`src/rtl/gpio_pkg.sv`:
```
// Shared constants and types for the GPIO interrupt controller slice.
package gpio_pkg;

    localparam int unsigned GPIO_PORT_NUM_DEF = 32;
    localparam int unsigned DEBOUNCE_W_DEF    = 8;
    localparam int unsigned SYNC_DEPTH        = 2;

    typedef enum logic {
        IRQ_EDGE  = 1'b0,
        IRQ_LEVEL = 1'b1
    } irq_mode_e;

endpackage

```
`src/rtl/gpio_debounce.sv`:
```
// Per-pin input conditioning: synchronizer, optional debounce counter and
// filtered-level register. filt_next is the value filt takes on the next edge.
module gpio_debounce
    import gpio_pkg::*;
#(
    parameter int unsigned DEBOUNCE_W = DEBOUNCE_W_DEF
) (
    input  logic                  sys_clk,
    input  logic                  sys_rst_n,
    input  logic                  raw,
    input  logic                  db_en,
    input  logic [DEBOUNCE_W-1:0] db_limit,
    output logic                  filt,
    output logic                  filt_next
);

    logic [SYNC_DEPTH-1:0] sync_r;
    logic                  sync_q;
    logic [DEBOUNCE_W-1:0] cnt;
    logic [DEBOUNCE_W-1:0] cnt_next;

    always_ff @(posedge sys_clk or negedge sys_rst_n) begin
        if (!sys_rst_n) begin
            sync_r <= '0;
        end else begin
            sync_r <= {sync_r[SYNC_DEPTH-2:0], raw};
        end
    end

    assign sync_q = sync_r[SYNC_DEPTH-1];

    // >= rather than == so a limit lowered below the running count still
    // releases on the next compare; the increment only happens below the
    // limit, so the counter can never wrap.
    always_comb begin
        filt_next = filt;
        cnt_next  = '0;
        if (!db_en) begin
            filt_next = sync_q;
        end else if (sync_q != filt) begin
            if (cnt >= db_limit) begin
                filt_next = sync_q;
            end else begin
                cnt_next = cnt + DEBOUNCE_W'(1);
            end
        end
    end

    always_ff @(posedge sys_clk or negedge sys_rst_n) begin
        if (!sys_rst_n) begin
            cnt  <= '0;
            filt <= 1'b0;
        end else begin
            cnt  <= cnt_next;
            filt <= filt_next;
        end
    end

endmodule

```
`src/rtl/gpio_irq_ctrl.sv`:
```
// GPIO interrupt controller: per-pin conditioning, edge detect, W1C pending
// flags and a registered combined irq. GPIO_IRQ_LEVEL_EN adds level-high mode.
module gpio_irq_ctrl
    import gpio_pkg::*;
#(
    parameter int unsigned GPIO_PORT_NUM = GPIO_PORT_NUM_DEF,
    parameter int unsigned DEBOUNCE_W    = DEBOUNCE_W_DEF
) (
    input  logic                     sys_clk,
    input  logic                     sys_rst_n,
    input  logic [GPIO_PORT_NUM-1:0] gpio_input,
    input  logic [GPIO_PORT_NUM-1:0] db_en,
    input  logic [DEBOUNCE_W-1:0]    db_limit,
    input  logic [GPIO_PORT_NUM-1:0] irq_rise_en,
    input  logic [GPIO_PORT_NUM-1:0] irq_fall_en,
    input  logic [GPIO_PORT_NUM-1:0] irq_mask,
    input  logic [GPIO_PORT_NUM-1:0] irq_clr,
`ifdef GPIO_IRQ_LEVEL_EN
    input  logic [GPIO_PORT_NUM-1:0] irq_level_sel,
`endif
    output logic [GPIO_PORT_NUM-1:0] gpio_filtered,
    output logic [GPIO_PORT_NUM-1:0] irq_pending,
    output logic                     irq_out
);

    logic [GPIO_PORT_NUM-1:0] filt_next;
    logic [GPIO_PORT_NUM-1:0] rise;
    logic [GPIO_PORT_NUM-1:0] fall;
    logic [GPIO_PORT_NUM-1:0] pend_set;

    for (genvar i = 0; i < GPIO_PORT_NUM; i++) begin : g_pin
        gpio_debounce #(
            .DEBOUNCE_W(DEBOUNCE_W)
        ) u_debounce (
            .sys_clk   (sys_clk),
            .sys_rst_n (sys_rst_n),
            .raw       (gpio_input[i]),
            .db_en     (db_en[i]),
            .db_limit  (db_limit),
            .filt      (gpio_filtered[i]),
            .filt_next (filt_next[i])
        );
    end

    assign rise = ~gpio_filtered &  filt_next;
    assign fall =  gpio_filtered & ~filt_next;

    always_comb begin
        pend_set = (rise & irq_rise_en) | (fall & irq_fall_en);
`ifdef GPIO_IRQ_LEVEL_EN
        for (int unsigned i = 0; i < GPIO_PORT_NUM; i++) begin
            if (irq_mode_e'(irq_level_sel[i]) == IRQ_LEVEL) begin
                pend_set[i] = filt_next[i];
            end
        end
`endif
    end

    // Set terms are OR'd after the clear so a coincident event wins.
    always_ff @(posedge sys_clk or negedge sys_rst_n) begin
        if (!sys_rst_n) begin
            irq_pending <= '0;
            irq_out     <= 1'b0;
        end else begin
            irq_pending <= (irq_pending & ~irq_clr) | pend_set;
            irq_out     <= |(irq_pending & irq_mask);
        end
    end

endmodule

```
`config.mk`:
```
export PLATFORM = sky130hd
export DESIGN_NAME = gpio_irq_ctrl
export DESIGN_NICKNAME = d
export VERILOG_FILES = /design/src/rtl/gpio_pkg.sv /design/src/rtl/gpio_debounce.sv /design/src/rtl/gpio_irq_ctrl.sv
export SDC_FILE = /design/constraint.sdc
export NUM_CORES = 1
export LEC_CHECK = 0
export ABC_CLOCK_PERIOD_IN_PS = 3200
export CAP_MARGIN = 30
export CELL_PAD_IN_SITES_DETAIL_PLACEMENT = 1
export CELL_PAD_IN_SITES_GLOBAL_PLACEMENT = 1
export CORE_MARGIN = 1
export CORE_UTILIZATION = 48
export DETAILED_ROUTE_END_ITERATION = 8
export GPL_TIMING_DRIVEN = 0
export PLACE_DENSITY_LB_ADDON = 0.2
export SLEW_MARGIN = 20
export SYNTH_ARGS = -nofsm -noshare
export SYNTH_HDL_FRONTEND = slang
export SYNTH_SLANG_ARGS = --single-unit
```
`constraint.sdc`:
```
create_clock -name sys_clk -period 3.2 [get_ports sys_clk]
set_input_delay 0.32 -clock sys_clk [delete_from_list [all_inputs] [get_ports sys_clk]]
set_output_delay 0.32 -clock sys_clk [all_outputs]
set_load 0.02 [all_outputs]
```
==> impl_metrics.csv <==
group,metric,value,unit
floorplanning,core-area,45300,sq um
final_layout,syn2layout_area_growth,22.9,%
synthesis,ys_types,38,
drt,firstDrtPassIters,4,
drt,vias_per_cell,5.62,
drt,wire_per_inst,19.7,um
flow_run,max_cap_viol_count,0,
synthesis,ys_ff_latch,385,
clock_tree,cts_setup_buffers,0,
final_layout,n_fill_cell,4862,
power,p_leak,12.9,nW
critical_path,worstSetupPathType,"primary input to register",
floorplanning,die_w,216,um
sta,fin_setup_tns,0,ns
power,p_per_area,451,nW/um^2
drt,drt_iter0_drc,603,
sta,fin_crit_sh,0.780,
global_routing,first_global_vias,18726,
critical_path,critical_path.max_stage_delay,0.54,ns
clock_tree,cts_tree,"yes",
critical_path,cp_max_fo,32,
clock_tree,cts_root_buffer,"clkbuf_16",
global_routing,grt_max_degree,95,
drt,ant_nets,0,
critical_path,slowest_stage,"inv_4",
final_layout,final_cell_area,27000,sq um
final_layout,fin_cells,2974,
sta,layout_min_cycle_time,2.50,ns
floorplanning,start_util,0.485,
critical_path,arrival,2.94,ns
global_routing,grt_pass1_wl,96900,um
place,placed_cells,2896,
drt,drc,0,
critical_path,required,3.65,ns
sta,timing_hold_violations_final,0,
drt,wl,58700,um
final_layout,drive_gt1_frac,0.0813,
synthesis,synth_cells,2023,
final_layout,final_common_cell,"dfrtp_1",
critical_path,critPathLaunchType,"primary input",
clock_tree,clk_path_buf_depth,3,
synthesis,syn_avg_cell_area,10.9,sq um
synthesis,synth_top_flop_cell,"dfrtp_1",
synthesis,yosysWarnings,0,
sta,final-setup-viol-count,0,
place,dp_hpwl,40100,um
sta,worst-slew-pin-transition,0.769,ns
synthesis,synth_edf_count,0,
global_routing,track_usage,0.258,
final_layout,nets,2836,
global_routing,antenna_found_initial,2,
sta,max_freq,401,MHz
clock_tree,clk_latency,0.56,ns
synthesis,syn_nets,2513,
synthesis,ys_seq_area_frac,0.439,
synthesis,synth-async-reset-ratio,1.00,
sta,rsz0062_at_grt,"false",
place,postPlaceCellArea,25600,sq um
place,dpl_worst_slack,0.0995,ns
critical_path,worstPathCellList,"clkdlybuf4s50_1 -> inv_4 -> ha_1 -> and3_1 -> a221oi_1 -> o21ai_0 -> mux2_2",
floorplanning,io-pin-count,267,
floorplanning,die_height,216,um
floorplanning,rows,78,
global_routing,overflow,0,
final_layout,multi_input_area,11700,sq um
hold_path,hp-class,"primary input to register",
synthesis,syn_area,22000,sq um
sta,slew_violations,0,
sta,setup_slack,0.705,ns
power,report.power.total,12.2,mW
place,io_buffers,266,
drt,via_count,16720,
clock_tree,clk_pin_slew_worst_paths,0.06,ns
final_layout,seq_area,9630,sq um
final_layout,final_cell_mix,"dfrtp_1 (385), ha_1 (288), nor2_1 (266)",
clock_tree,cts_buffers,45,
place,routabilityCongestion,0.789,
floorplanning,dieArea,46600,sq um
sta,slew_headroom,0.485,
critical_path,endpoint_kind,"register",
clock_tree,htreeDepth,2,
sta,finClkSkew,0.0125,ns
status,status,"finished clean",
final_layout,utilization,0.596,
power,peakVddDrop,0.000355,V
sta,holdWs,0.190,ns
clock_tree,cts_sinks,385,
final_layout,diodes,0,
==> worst max-delay path, delay by kind of cell <==
kind / cells / cell delay (ns)
AO/OA/AOI/OAI: 2 / 0.70
adder cells (fa/ha/maj): 1 / 0.36
buffers and inverters: 2 / 0.99
multiplexers: 1 / 0.34
AND/OR/NAND/NOR: 1 / 0.20
==> final cells by class <==
| class | instances | share of cell area |
|---|---|---|
| Multi-Input combinational cell | 1497 | 0.433 |
| Tap cell | 600 | 0.0278 |
| Sequential cell | 385 | 0.357 |
| Inverter | 109 | 0.0155 |
| Clock inverter | 10 | 0.00399 |
| Buffer | 32 | 0.00890 |
| Timing Repair Buffer | 276 | 0.106 |
| Clock buffer | 65 | 0.0479 |
==> Yosys cell counts, types with 3 or more instances <==
cell type | n | share of area
dfrtp_1 | 385 | 0.44
ha_1 | 288 | 0.16
nor2_1 | 266 | 0.045
xor2_1 | 186 | 0.074
nand3_1 | 156 | 0.036
inv_1 | 109 | 0.019
and3_1 | 86 | 0.024
nand2b_1 | 58 | 0.017
o211ai_1 | 52 | 0.018
o21ai_0 | 44 | 0.010
nand2_1 | 38 | 0.0065
xnor2_1 | 38 | 0.015
buf_4 | 32 | 0.011
nand3b_1 | 32 | 0.011
o21a_1 | 32 | 0.011
a2111oi_2 | 30 | 0.021
a21o_1 | 30 | 0.010
a22o_1 | 30 | 0.012
mux2_2 | 29 | 0.015
a221oi_1 | 26 | 0.010
a22oi_1 | 16 | 0.0055
o21ai_1 | 14 | 0.0032
nand4_1 | 10 | 0.0028
a2111oi_4 | 5 | 0.0063
o31ai_1 | 4 | 0.0014
a2111oi_1 | 3 | 0.0014
and4_1 | 3 | 0.0012
o311ai_1 | 3 | 0.0012
o311ai_2 | 3 | 0.0022
==> power by group <==
| group | total, mW | switching [mW] | internal (mW) |
|---|---|---|---|
| sequential | 5.33 | 0.258 | 5.07 |
| clock | 4.98 | 2.04 | 2.94 |
| combinational | 1.85 | 0.951 | 0.894 |
==> per-layer routing <==
metal  wire, um  up-vias  global-route usage  share of wire
met5         13        -                   0        0.00022
met4       1900        2              0.0918          0.032
met3       2130      122              0.0368          0.036
met2      29800      302               0.461           0.51
met1      24800     8429               0.317           0.42
li1           -     7865                   -              -
==> logic make-up (layout without fill, tap and decap cells) <==
kind of cell | after synthesis | after routing | share of synthesized area
adders and majority gates | 288 | 288 | 0.164
DFF | 385 | 385 | 0.439
muxes | 32 | 32 | 0.0168
buffers and inverters | 141 | 492 | 0.0296
xor gates and xnor gates | 224 | 224 | 0.0893
and+or+nand+nor | 655 | 655 | 0.146
AOI/OAI and AO/OA | 298 | 298 | 0.116
==> path summary, 6_finish.rpt <==
check / start / to / slack, ns / cells past startpoint
worst min-delay path: gpio_input[6] / g_pin[6].u_debounce.sync_r[0] / 0.19 / 1
worst min register to register: g_pin[19].u_debounce.sync_r[0] / g_pin[19].u_debounce.sync_r[1] / 0.34 / 0
worst max-delay path: db_limit[5] / g_pin[1].u_debounce.filt / 0.70 / 7
worst max register to register: g_pin[12].u_debounce.cnt[0] / g_pin[12].u_debounce.filt / 0.93 / 6
max in group asynchronous: sys_rst_n / irq_pending[16] / 1.35 / 5
min in group asynchronous: sys_rst_n / g_pin[3].u_debounce.sync_r[0] / 0.24 / 2
==> flip-flops by register name, indices dropped and copies added, names as in the netlist <==
| name | cells |
|---|---|
| g_pin.u_debounce.sync_r | 64 |
| irq_pending | 32 |
| irq_out | 1 |
| g_pin.u_debounce.cnt | 256 |
| g_pin.u_debounce.filt | 32 |
==> repair_timing <==
| action | 4_1_cts | 5_1_grt |
|---|---|---|
| gates resized for setup | 0 | 0 |
| hold buffers | 1 | 0 |
| hold endpoints to repair | 40 | 0 |
(Power assumes the default switching activity.)
